`config.mk`:
```
export PLATFORM = sky130hd
export DESIGN_NAME = pc_sequencer
export DESIGN_NICKNAME = d
export VERILOG_FILES = /design/src/rtl/pc_seq_pkg.sv /design/src/rtl/branch_lut.sv /design/src/rtl/pc_seq_checker.sv /design/src/rtl/pc_sequencer.sv
export SDC_FILE = /design/constraint.sdc
export NUM_CORES = 1
export LEC_CHECK = 0
export BUFFER_PORTS_ARGS = -buffer_cell sky130_fd_sc_hd__buf_2
export CAP_MARGIN = 20
export CORE_ASPECT_RATIO = 0.9
export CORE_UTILIZATION = 60
export CTS_CLUSTER_SIZE = 10
export DETAILED_ROUTE_END_ITERATION = 16
export GPL_ROUTABILITY_DRIVEN = 0
export HOLD_SLACK_MARGIN = 0.02
export PLACE_DENSITY_LB_ADDON = 0.08
export SYNTH_ARGS = -nofsm -noshare
export SYNTH_HDL_FRONTEND = slang
export SYNTH_SLANG_ARGS = --single-unit
```
`constraint.sdc`:
```
create_clock -name CLK -period 4.7 [get_ports CLK]
set_input_delay 0.235 -clock CLK [delete_from_list [all_inputs] [get_ports CLK]]
set_output_delay 0.235 -clock CLK [all_outputs]
set_load 0.02 [all_outputs]
```
`src/rtl/pc_seq_pkg.sv`:
```
// Shared types, instruction field positions and branch-LUT defaults for the
// program-counter sequencer.
package pc_seq_pkg;

    typedef enum logic [1:0] {
        IDLE     = 2'd0,
        RUN      = 2'd1,
        MEM_WAIT = 2'd2,
        HALT     = 2'd3
    } state_e;

    localparam int INSTR_W   = 9;
    localparam int BR_BIT    = 6;
    localparam int LUT_HI    = 5;
    localparam int LUT_LO    = 3;
    localparam int MEM_BIT   = 8;
    localparam int LUT_AW    = LUT_HI - LUT_LO + 1;
    localparam int LUT_DEPTH = 1 << LUT_AW;

    localparam logic [INSTR_W-1:0] HALT_INSTR = 9'h1FF;

    localparam int DEF_OFF_FWD  = 2;
    localparam int DEF_OFF_BACK = -2;
    localparam int DEF_OFF_STEP = 1;

    typedef struct packed {
        logic              is_halt;
        logic              is_branch;
        logic              is_mem;
        logic [LUT_AW-1:0] lut_idx;
    } decode_t;

    // Entry 0 jumps forward over one word, entry 7 loops back, the rest step.
    function automatic int lut_default(input int idx);
        int off;
        case (idx)
            0:       off = DEF_OFF_FWD;
            7:       off = DEF_OFF_BACK;
            default: off = DEF_OFF_STEP;
        endcase
        return off;
    endfunction

    function automatic decode_t decode(input logic [INSTR_W-1:0] instr);
        decode_t d;
        d.is_halt   = (instr == HALT_INSTR);
        d.is_branch = instr[BR_BIT];
        d.is_mem    = instr[MEM_BIT] & ~instr[BR_BIT];
        d.lut_idx   = instr[LUT_HI:LUT_LO];
        return d;
    endfunction

endpackage

```
`src/rtl/branch_lut.sv`:
```
// Programmable table of signed branch offsets: synchronous write, asynchronous
// read, restored to its default offsets by init.
module branch_lut
    import pc_seq_pkg::*;
#(
    parameter int PC_W = 10
) (
    input  logic              CLK,
    input  logic              init,
    input  logic              we,
    input  logic [LUT_AW-1:0] wr_addr,
    input  logic [PC_W-1:0]   wr_data,
    input  logic [LUT_AW-1:0] rd_addr,
    output logic [PC_W-1:0]   rd_data
);

    logic [PC_W-1:0] lut_r [LUT_DEPTH];

    // Table storage: defaults on init, otherwise a single-entry write.
    always_ff @(posedge CLK) begin
        if (init) begin
            for (int i = 0; i < LUT_DEPTH; i++) begin
                lut_r[i] <= PC_W'(lut_default(i));
            end
        end else if (we) begin
            lut_r[wr_addr] <= wr_data;
        end
    end

    assign rd_data = lut_r[rd_addr];

endmodule

```
`src/rtl/pc_seq_checker.sv`:
```
// Invariants tying the registered status outputs to the sequencer state.
module pc_seq_checker
    import pc_seq_pkg::*;
(
    input logic   CLK,
    input logic   init,
    input state_e state,
    input logic   mem_req,
    input logic   busy,
    input logic   halt,
    input logic   err
);

    // Sampled only once init has been released.
    always @(posedge CLK) begin
        if (!init) begin
            assert (mem_req == (state == MEM_WAIT))
                else $error("pc_seq_checker: mem_req out of step with state");
            assert (halt == (state == HALT))
                else $error("pc_seq_checker: halt out of step with state");
            assert (!(halt && busy))
                else $error("pc_seq_checker: busy while halted");
            assert (!err || halt)
                else $error("pc_seq_checker: err without halt");
        end
    end

endmodule

```
`src/rtl/pc_sequencer.sv`:
```
// Fetch/branch controller: owns the program counter, resolves branches via the
// offset LUT, stalls on data-memory handshakes and latches halt/error.
module pc_sequencer
    import pc_seq_pkg::*;
#(
    parameter int PC_W        = 10,
    parameter int MAX_PC      = 1023,
    parameter int MEM_TIMEOUT = 15
) (
    input  logic               CLK,
    input  logic               init,
    input  logic               start,
    input  logic [INSTR_W-1:0] instruction,
    input  logic               EQUAL,
    input  logic               mem_ack,
    input  logic               lut_we,
    input  logic [LUT_AW-1:0]  lut_addr,
    input  logic [PC_W-1:0]    lut_data,
    output logic [PC_W-1:0]    PC,
    output logic               mem_req,
    output logic               busy,
    output logic               halt,
    output logic               err
);

    localparam int CNT_W = $clog2(MEM_TIMEOUT + 1);

    state_e          state_r;
    logic [CNT_W-1:0] cnt_r;

    decode_t         dec_s;
    logic            taken_s;
    logic            at_max_s;
    logic            lut_we_s;
    logic [PC_W-1:0] lut_off_s;
    logic [PC_W-1:0] pc_inc_s;
    logic [PC_W-1:0] pc_br_s;

    assign dec_s    = decode(instruction);
    assign taken_s  = dec_s.is_branch & EQUAL;
    assign at_max_s = (PC == PC_W'(MAX_PC));
    assign lut_we_s = lut_we & (state_r == IDLE);
    // Offsets are PC_W wide, so the sum wraps modulo 2^PC_W by construction.
    assign pc_inc_s = PC + {{(PC_W-1){1'b0}}, 1'b1};
    assign pc_br_s  = PC + lut_off_s;
    assign busy     = (state_r == RUN) | (state_r == MEM_WAIT);

    branch_lut #(
        .PC_W (PC_W)
    ) u_lut (
        .CLK     (CLK),
        .init    (init),
        .we      (lut_we_s),
        .wr_addr (lut_addr),
        .wr_data (lut_data),
        .rd_addr (dec_s.lut_idx),
        .rd_data (lut_off_s)
    );

    // Sequencer FSM with the PC and all status outputs registered.
    always_ff @(posedge CLK) begin
        if (init) begin
            state_r <= IDLE;
            PC      <= {PC_W{1'b0}};
            cnt_r   <= {CNT_W{1'b0}};
            mem_req <= 1'b0;
            halt    <= 1'b0;
            err     <= 1'b0;
        end else begin
            case (state_r)
                IDLE: begin
                    if (start) begin
                        state_r <= RUN;
                    end
                end
                RUN: begin
                    if (dec_s.is_halt) begin
                        state_r <= HALT;
                        halt    <= 1'b1;
                    end else if (taken_s) begin
                        PC <= pc_br_s;
                    end else if (at_max_s) begin
                        // Nothing may step past the last legal address.
                        state_r <= HALT;
                        halt    <= 1'b1;
                    end else if (dec_s.is_branch) begin
                        PC <= pc_inc_s;
                    end else if (dec_s.is_mem) begin
                        mem_req <= 1'b1;
                        cnt_r   <= {CNT_W{1'b0}};
                        state_r <= MEM_WAIT;
                    end else begin
                        PC <= pc_inc_s;
                    end
                end
                MEM_WAIT: begin
                    if (mem_ack) begin
                        mem_req <= 1'b0;
                        cnt_r   <= {CNT_W{1'b0}};
                        if (at_max_s) begin
                            state_r <= HALT;
                            halt    <= 1'b1;
                        end else begin
                            PC      <= pc_inc_s;
                            state_r <= RUN;
                        end
                    end else if (cnt_r == CNT_W'(MEM_TIMEOUT - 1)) begin
                        mem_req <= 1'b0;
                        err     <= 1'b1;
                        halt    <= 1'b1;
                        state_r <= HALT;
                    end else begin
                        cnt_r <= cnt_r + {{(CNT_W-1){1'b0}}, 1'b1};
                    end
                end
                HALT: begin
                    halt    <= 1'b1;
                    mem_req <= 1'b0;
                end
                default: begin
                    state_r <= HALT;
                    halt    <= 1'b1;
                    mem_req <= 1'b0;
                end
            endcase
        end
    end

    pc_seq_checker u_chk (
        .CLK     (CLK),
        .init    (init),
        .state   (state_r),
        .mem_req (mem_req),
        .busy    (busy),
        .halt    (halt),
        .err     (err)
    );

endmodule

```
==> results.sh, run 1 <==
export IMPL_status="completed"
export IMPL_yosysMostFrequentCell="edfxtp_1"
export IMPL_timing_critical_path_to_type="flop"
export IMPL_setup_viol_count_final=0
export IMPL_startpoint_type="flop"
export IMPL_vias=3562
export IMPL_total_leakage_power_uw=0.00210
export IMPL_post_route_cell_area_um2=5790
export IMPL_crit_path_start="u_lut.lut_r[3][0]"
export IMPL_critical_path_peak_fanout=2
export IMPL_synth_edff_count=80
export IMPL_firstDrtPassIters=5
export IMPL_synth_cells=432
export IMPL_synth_top_cells_by_area="edfxtp_1, mux4_2, and2_1"
export IMPL_rsz_0062_raised_after_global_routing="false"
export IMPL_r2r_start="u_lut.lut_r[3][0]"
export IMPL_postPlaceCellArea_um2=5590
export IMPL_cts_post_setup_buffers_inserted=0
export IMPL_route_detailed_drc=0
export IMPL_fp_dieH_um=90.9
export IMPL_largest_net_degree_at_the_start_of_global_routing=33
export IMPL_design_core_area_um2=8530
export IMPL_power_ir_vdd_worst_mv=0.208
export IMPL_synthFlopType="edfxtp_1"
export IMPL_timing_clock_skew_ps=10.2
export IMPL_power_per_cell_area_nw_per_um2=342
export IMPL_worst_min_path_class="in2reg"
export IMPL_antenna_diode_count=0
export IMPL_cts_buffers=9
export IMPL_ctsRootBufferMaster="clkbuf_8"
export IMPL_placementRows=32
export IMPL_fin_crit_period_ps=3130
export IMPL_r2r_cells=9
export IMPL_max_cap_violations=0
export IMPL_cts_htree_levels=3
export IMPL_clkSinkCount=99
export IMPL_tightest_slew_ps=677
export IMPL_dieArea_um2=9170
export IMPL_netlist_area_leader_share_pct=45.6
export IMPL_die_w_um=101
export IMPL_clk_pin_slew_worst_paths_ps=90
export IMPL_worst_r2r_endpoint="PC[8]"
export IMPL_totalWireLength_mm=11.3
export IMPL_fin_util_pct=67.8
export IMPL_synthesis_area_per_instance_um2=12.2
export IMPL_worstPathRequired_ps=4970
export IMPL_hold_buffers=0
export IMPL_net_count_of_the_finished_layout=521
export IMPL_postLayoutSetupSlackWorst_ps=1570
export IMPL_cp_data_arrival_time_ps=3400
export IMPL_ctsLongestPathBuffers=2
export IMPL_synth_distinct_cells=60
export IMPL_grt_antenna_before_repair=0
export IMPL_tritoncts_clock_tree="built"
export IMPL_wire_length_of_the_first_global_routing_pass_mm=18.1
export IMPL_initial_utilization_pct=61.8
export IMPL_final_max_slew_viol_count=0
export IMPL_dpl_worst_slack_ps=1240
export IMPL_async_set_or_reset_register_ratio_after_synthesis_pct=0
export IMPL_grt_use_total_pct=27.0
export IMPL_worst_setup_path_type="reg2reg"
export IMPL_max_slew_margin_rel_pct=54.7
export IMPL_yosysWarnings=0
export IMPL_yosys_top_cells_count="edfxtp_1, and2_1, nand2_1"
export IMPL_synth_ff_latch_count=99
export IMPL_gr_total_overflow=0
export IMPL_synth_yosys_seq_area_share_pct=52.8
export IMPL_synth_largest_area_cell="edfxtp_1"
export IMPL_buffer_ports_inserted=41
export IMPL_finalCritPeriodShare_pct=66.6
export IMPL_r2r_setup_slack_ps=1570
export IMPL_final_setup_tns_ps=0
export IMPL_timing_final_hold_violations=0
export IMPL_ioPinCount=42
export IMPL_detailedPlacementHpwl_mm=8.10
export IMPL_max_clock_freq_mhz=319
export IMPL_cts_resized_gates=0
export IMPL_worstSetupEndpoint="PC[8]"
export IMPL_area_growth_syn_to_layout_pct=9.73
export IMPL_first_global_vias=3471
export IMPL_initialDrtViolationCount=211
export IMPL_layout_drive_gt1_share_pct=23.0
export IMPL_post_layout_total_power_uw=1980
export IMPL_post_drt_wl_per_cell_um=18.8
export IMPL_syn_nets=479
export IMPL_viasPerCell=5.96
export IMPL_drt_antenna_violating_nets=0
export IMPL_synthesis_area_um2=5270
export IMPL_clk_latency_ps=360
-- worst max-delay path: stages, from the launching register on --
cell and delay, ps:
edfxtp_1 390, mux4_2 470, mux2_2 270, ha_1 210, fa_1 410, a21oi_1 210
o21ai_1 90, a2111oi_0 530, o211ai_1 170, a311oi_1 300
-- layout make-up --
| cell class | instances | area [µm²] |
|---|---|---|
| inverter | 8 | 30.0 |
| clock buffer | 13 | 170 |
| clock inverter | 3 | 28.8 |
| timing repair buffer | 46 | 243 |
| sequential | 99 | 2780 |
| fill | 668 | 2740 |
| multi-input combinational | 310 | 2380 |
| tap | 119 | 149 |
-- worst min-delay path by stage --
| stage | startpoint | endpoint | depth (start not counted) |
|---|---|---|---|
| final | lut_data[8] | u_lut.lut_r[7][8] | 2 |
| after floorplan | lut_data[1] | u_lut.lut_r[0][1] | 1 |
| after global placement | err | err | 2 |
| after CTS | lut_data[8] | u_lut.lut_r[7][8] | 2 |
| after global routing | lut_data[0] | u_lut.lut_r[2][0] | 2 |
| after detailed placement | err | err | 2 |
-- metal layers --
layer,share of wire (%),vias up,wire length [µm],GRT usage (%)
li1,-,1684,-,-
met1,45,1749,5030,37.9
met2,49,114,5470,43.0
met3,5.0,15,563,4.46
met4,1.8,0,201,9.18
met5,0,-,0,0
-- sequential cells by signal (all words and copies together) (netlist names) --
name         cells
mem_req          1
PC              10
halt             1
err              1
cnt_r            4
state_r          2
u_lut.lut_r     80
-- cell usage in the layout, fill, tap and decap left out, types with 6 or more instances in the layout --
| cell | instances |
|---|---|
| edfxtp_1 | 80 |
| and2_1 | 65 |
| buf_2 | 41 |
| nand2_1 | 28 |
| a21oi_1 | 23 |
| nor2_1 | 22 |
| mux4_2 | 20 |
| dfxtp_1 | 19 |
| or3_1 | 19 |
| ha_1 | 18 |
| o21ai_0 | 12 |
| clkbuf_8 | 10 |
| mux2_2 | 9 |
| nor3_1 | 9 |
| inv_1 | 8 |
| or2_2 | 8 |
| nand3_1 | 8 |
| nand2b_1 | 7 |
| xnor2_1 | 6 |
-- logic make-up (layout without fill, tap and decap cells) --
family                     after synthesis  count (layout)  synth area share, %
AOI/OAI and AO/OA                       63              63                 7.48
muxes                                   32              32                 11.1
and+or+nand+nor                        188             188                 20.7
xor gates and xnor gates                 8               8                 1.33
DFF                                     99              99                 52.8
adders and majority gates               19              19                 4.65
buffers and inverters                   23              70                 2.04
-- stage by stage --
step	hold WS, ps	cells
final	220	598
after CTS	212	598
after global routing	232	598
after floorplan	413	432
after detailed placement	456	582
after global placement	432	582
-- report_power, final --
part	internal (µW)	leakage (µW)	switching [µW]	total, µW
clock	247	0.000101	293	540
sequential	991	0.000927	36.0	1030
combinational	167	0.00108	247	413
total	1400	0.00210	576	1980
Power figures use the tool's default switching activity.
==> run 2, diff against run 1 <==
--- a/config.mk
+++ b/config.mk
@@ -8,7 +8,7 @@
 export BUFFER_PORTS_ARGS = -buffer_cell sky130_fd_sc_hd__buf_2
 export CAP_MARGIN = 20
 export CORE_ASPECT_RATIO = 0.9
-export CORE_UTILIZATION = 60
+export CORE_UTILIZATION = 54
 export CTS_CLUSTER_SIZE = 10
 export DETAILED_ROUTE_END_ITERATION = 16
 export GPL_ROUTABILITY_DRIVEN = 0
==> constraint.sdc (replaced) <==
create_clock -name CLK -period 2.8 [get_ports CLK]
set_input_delay 0.14 -clock CLK [delete_from_list [all_inputs] [get_ports CLK]]
set_output_delay 0.14 -clock CLK [all_outputs]
set_load 0.02 [all_outputs]
==> run 2 against run 1 <==
Compared with the run above: global-route usage down 1.3 points; wire length up 7.2%; sequential share of layout area decreased by 1.4 points; die area increased by 11%; critical path depth is the same; combinational power rose by 80%; clock-buffer cell count is 4 lower; register-to-register slack got worse by 1500 ps; largest power group unchanged.
==> results.sh, run 2 (synthesized netlist as in run 1, its figures left out) <==
export IMPL_status="completed"
export IMPL_firstDrtPassIters=4
export IMPL_fp_dieH_um=95.7
export IMPL_final_setup_tns_ps=0
export IMPL_die_w_um=106
export IMPL_dieArea_um2=10200
export IMPL_post_route_cell_area_um2=5960
export IMPL_total_leakage_power_uw=0.00219
export IMPL_ctsLongestPathBuffers=2
export IMPL_fin_crit_period_ps=2710
export IMPL_clk_pin_slew_worst_paths_ps=100
export IMPL_finalCritPeriodShare_pct=96.8
export IMPL_max_cap_violations=0
export IMPL_layout_drive_gt1_share_pct=26.2
export IMPL_m1WireLength_mm=5.61
export IMPL_vias=3578
export IMPL_cts_post_setup_buffers_inserted=0
export IMPL_reg_top3="u_lut.lut_r x80, PC x10, cnt_r x4"
export IMPL_cp_data_arrival_time_ps=3000
export IMPL_clk_latency_ps=370
export IMPL_initialDrtViolationCount=232
export IMPL_register_area_um2=2780
export IMPL_power_per_cell_area_nw_per_um2=575
export IMPL_buffer_ports_inserted=41
export IMPL_cts_htree_levels=3
export IMPL_fin_hold_ws_ps=111
export IMPL_largest_net_degree_at_the_start_of_global_routing=33
export IMPL_drt_antenna_violating_nets=0
export IMPL_grt_use_total_pct=25.7
export IMPL_power_ir_vdd_worst_mv=0.294
export IMPL_clkSinkCount=99
export IMPL_r2r_start="u_lut.lut_r[3][0]"
export IMPL_worstSetupEndpoint="PC[8]"
export IMPL_wl_met2_mm=5.70
export IMPL_final_max_slew_viol_count=0
export IMPL_tightest_slew_ps=636
export IMPL_cts_buffers=9
export IMPL_r2r_setup_slack_ps=90
export IMPL_tritoncts_clock_tree="built"
export IMPL_viasPerCell=5.83
export IMPL_wire_length_of_the_first_global_routing_pass_mm=18.8
export IMPL_ctsRootBufferMaster="clkbuf_8"
export IMPL_timing_final_hold_violations=0
export IMPL_max_slew_margin_rel_pct=57.5
export IMPL_highest_layer="met4"
export IMPL_area_growth_syn_to_layout_pct=13.0
export IMPL_timing_clock_skew_ps=8.87
export IMPL_placementRows=33
export IMPL_crit_path_start="u_lut.lut_r[3][0]"
export IMPL_detailedPlacementHpwl_mm=8.31
export IMPL_timing_critical_path_to_type="flop"
export IMPL_ioPinCount=42
export IMPL_worst_min_path_class="in2reg"
export IMPL_postPlaceCellArea_um2=5730
export IMPL_gr_total_overflow=0
export IMPL_multi_input_comb_area_um2=2420
export IMPL_worst_setup_path_type="reg2reg"
export IMPL_max_clock_freq_mhz=369
export IMPL_critical_path_peak_fanout=2
export IMPL_mostFrequentLayoutCell="edfxtp_1"
export IMPL_layout_common_cells="edfxtp_1, and2_1, buf_2"
export IMPL_dpl_worst_slack_ps=-28.1
export IMPL_post_drt_wl_per_cell_um=19.7
export IMPL_setup_viol_count_final=0
export IMPL_worstPathRequired_ps=3080
export IMPL_first_global_vias=3455
export IMPL_worst_r2r_endpoint="PC[8]"
export IMPL_largest_register="u_lut.lut_r"
export IMPL_antenna_diode_count=0
export IMPL_startpoint_type="flop"
export IMPL_totalWireLength_mm=12.1
export IMPL_postLayoutSetupSlackWorst_ps=88.5
export IMPL_met3WireLength_um=573
export IMPL_grt_antenna_before_repair=0
export IMPL_route_detailed_drc=0
export IMPL_design_core_area_um2=9290
export IMPL_largest_register_ffs=80
export IMPL_r2r_cells=9
export IMPL_initial_utilization_pct=56.8
export IMPL_fillerInstances=750
export IMPL_net_count_of_the_finished_layout=534
export IMPL_rsz_0062_raised_after_global_routing="true"
## run 2: cell types whose count changed in the layout (fill, tap and decap cells not counted), moves of 2 or more
cell | before | now
buf_4 | 5 | 16
clkbuf_1 | 2 | 0
buf_12 | 0 | 2
inv_6 | 1 | 3
## run 2: critical path, cell delays in order (launching register included)
cell and delay (ps):
edfxtp_1 380, mux4_2 470, mux2_4 290, ha_2 190, fa_2 370, a21oi_4 150
o21ai_2 90, a2111oi_4 310, o211ai_1 120, a311oi_1 280
## run 2: worst min-delay path by stage
stage / cells past startpoint / from / to / slack (ps)
after floorplan: 1 / lut_data[1] / u_lut.lut_r[0][1] / 320
after global placement: 2 / err / err / 430
after detailed placement: 2 / err / err / 440
after CTS: 2 / lut_data[8] / u_lut.lut_r[7][8] / 110
after global routing: 2 / lut_data[6] / u_lut.lut_r[7][6] / 120
final: 2 / lut_data[8] / u_lut.lut_r[7][8] / 110
## run 2: repair_timing
action	in CTS	in global routing
pin swaps	4	2
resized for setup	2	3
hold buffers	0	0
endpoints found under the setup margin	1	2
## run 2: per-stage QoR
step                total power (µW)  utilization (%)  cells
finish                          3430             64.1    614
global route                    3580             64.1    614
CTS                             3430             63.9    614
detailed placement              2480             61.6    598
global placement                2470             61.6    598
floorplan                       2250                -    432
## run 2: layer usage
metal,up-vias,global-route usage (%)
li1,1715,-
met1,1746,35.9
met2,99,40.6
met3,18,4.87
met4,0,9.14
met5,-,0
## run 2: layout make-up
class | count | area share (%)
timing repair buffer | 59 | 6.13
clock inverter | 7 | 1.34
inverter | 8 | 0.504
multi-input combinational | 310 | 40.7
sequential | 99 | 46.7
tap | 122 | 2.56
clock buffer | 9 | 2.08
## run 2: power by group
part           switching [µW]  leakage (µW)  total [µW]  internal, µW
clock network             536      0.000104         965           428
logic                     428       0.00116         742           314
registers                58.0      0.000927        1720          1660
==> run 3, diff against run 2 <==
--- a/config.mk
+++ b/config.mk
@@ -8,7 +8,7 @@
 export BUFFER_PORTS_ARGS = -buffer_cell sky130_fd_sc_hd__buf_2
 export CAP_MARGIN = 20
 export CORE_ASPECT_RATIO = 0.9
-export CORE_UTILIZATION = 54
+export CORE_UTILIZATION = 50
 export CTS_CLUSTER_SIZE = 10
 export DETAILED_ROUTE_END_ITERATION = 16
 export GPL_ROUTABILITY_DRIVEN = 0
==> run 3 against run 2 <==
Compared with the run above: design area increased by 2.2%; sequential share of layout area decreased by 0.99 points; critical endpoint unchanged; first-iteration DRC count up 22%; clock skew is 4.4 ps lower; register-to-register slack worse by 70 ps.
==> results.sh, run 3 (synthesized netlist as in run 1, its figures left out) <==
export IMPL_status="completed"
export IMPL_postPlaceCellArea_um2=5770
export IMPL_firstDrtPassIters=4
export IMPL_r2r_start="u_lut.lut_r[2][4]"
export IMPL_grt_antenna_before_repair=0
export IMPL_viasPerCell=5.75
export IMPL_worstPathRequired_ps=3040
export IMPL_max_cap_violations=0
export IMPL_rsz_0062_raised_after_global_routing="true"
export IMPL_reg_top3="u_lut.lut_r x80, PC x10, cnt_r x4"
export IMPL_area_growth_syn_to_layout_pct=15.5
export IMPL_cts_htree_levels=3
export IMPL_final_cell_count_no_fill=626
export IMPL_initial_utilization_pct=51.5
export IMPL_tritoncts_clock_tree="built"
export IMPL_largest_register_ffs=80
export IMPL_detailedPlacementHpwl_mm=8.78
export IMPL_power_per_cell_area_nw_per_um2=604
export IMPL_max_clock_freq_mhz=360
export IMPL_timing_final_hold_violations=0
export IMPL_tightest_slew_ps=583
export IMPL_ctsLongestPathBuffers=2
export IMPL_post_route_cell_area_um2=6090
export IMPL_largest_register="u_lut.lut_r"
export IMPL_dp_cells=610
export IMPL_clk_latency_ps=340
export IMPL_placementRows=35
export IMPL_critical_path_peak_fanout=3
export IMPL_fp_dieH_um=99.4
export IMPL_finalCritPeriodShare_pct=99.3
export IMPL_final_max_slew_viol_count=0
export IMPL_largest_net_degree_at_the_start_of_global_routing=33
export IMPL_worst_min_path_class="in2reg"
export IMPL_power_ir_vdd_worst_mv=0.435
export IMPL_drt_antenna_violating_nets=0
export IMPL_route_detailed_drc=0
export IMPL_timing_clock_skew_ps=4.43
export IMPL_design_core_area_um2=10200
export IMPL_buffer_ports_inserted=41
export IMPL_net_count_of_the_finished_layout=539
export IMPL_antenna_diode_count=0
export IMPL_layout_common_cells="edfxtp_1, and2_1, buf_2"
export IMPL_max_slew_margin_rel_pct=61.2
export IMPL_grt_use_total_pct=24.6
export IMPL_hold_path_startpoint="lut_data[4]"
export IMPL_total_leakage_power_uw=0.00225
export IMPL_gr_total_overflow=0
export IMPL_fin_crit_period_ps=2780
export IMPL_timing_critical_path_to_type="flop"
export IMPL_cts_post_setup_buffers_inserted=0
export IMPL_crit_path_start="u_lut.lut_r[2][4]"
export IMPL_initialDrtViolationCount=282
export IMPL_ctsRootBufferMaster="clkbuf_16"
export IMPL_clk_pin_slew_worst_paths_ps=70
export IMPL_mostFrequentLayoutCell="edfxtp_1"
export IMPL_die_w_um=110
export IMPL_worst_setup_path_type="reg2reg"
export IMPL_ioPinCount=42
export IMPL_wire_length_of_the_first_global_routing_pass_mm=19.5
export IMPL_setup_viol_count_final=0
export IMPL_totalWireLength_mm=12.4
export IMPL_cts_buffers=9
export IMPL_vias=3602
export IMPL_first_global_vias=3458
export IMPL_post_drt_wl_per_cell_um=19.9
export IMPL_dieArea_um2=11000
export IMPL_r2r_cells=8
export IMPL_min_path_cells=2
export IMPL_layout_drive_gt1_share_pct=27.2
export IMPL_cp_data_arrival_time_ps=3020
export IMPL_startpoint_type="flop"
export IMPL_clkSinkCount=99
run 3: area by class of cell:
cell class | instances | area, µm²
clock buffer | 9 | 225
clock inverter | 7 | 58.8
fill | 871 | 4160
inverter | 8 | 30.0
multi-input combinational | 310 | 2430
sequential | 99 | 2780
tap | 129 | 161
timing repair buffer | 64 | 403
run 3: critical path, stage by stage (launching register included):
cell and delay [ps]:
edfxtp_1 390, mux4_2 460, mux2_2 310, ha_1 320, nand2_1 90, o21ai_2 210, a2111oi_4 100, or4_1 480
a311oi_1 310
run 3: what timing repair did:
action | in CTS | in global routing
gates cloned | 0 | 0
pin swaps | 4 | 3
setup endpoints to repair | 1 | 1
hold buffers | 0 | 0
resized for setup | 4 | 1
run 3: path summary, 6_finish.rpt:
path	end	slack, ps
max	PC[8]	20
min	u_lut.lut_r[7][4]	140
max reg2reg	PC[8]	20
min reg2reg	err	460
run 3: routing by layer:
layer  global-route usage, %  up-vias  share of wire [%]
met5                       0        -                  0
met4                    6.88        0               0.74
met3                    4.78        7                4.9
met2                    36.8       77                 47
met1                    36.5     1790                 47
li1                        -     1728                  -
run 3: per-stage QoR:
| stage | worst slack [ps] | total power (µW) | hold slack [ps] | util, % | setup TNS, ps |
|---|---|---|---|---|---|
| floorplan | 23.7 | 2250 | 318 | - | 0 |
| global placement | -4.46 | 2490 | 436 | 56.3 | -4.46 |
| detailed placement | -113 | 2490 | 447 | 56.3 | -113 |
| CTS | -45.8 | 3700 | 123 | 59.3 | -45.8 |
| global route | -102 | 3830 | 133 | 59.4 | -126 |
| finish | 19.6 | 3670 | 139 | 59.4 | 0 |
run 3: report_power, final:
part / leakage (µW) / internal (µW) / switching [µW]
Sequential: 0.000927 / 1660 / 61.3
Clock: 0.000139 / 619 / 581
Combinational: 0.00119 / 324 / 425
Total: 0.00225 / 2610 / 1070
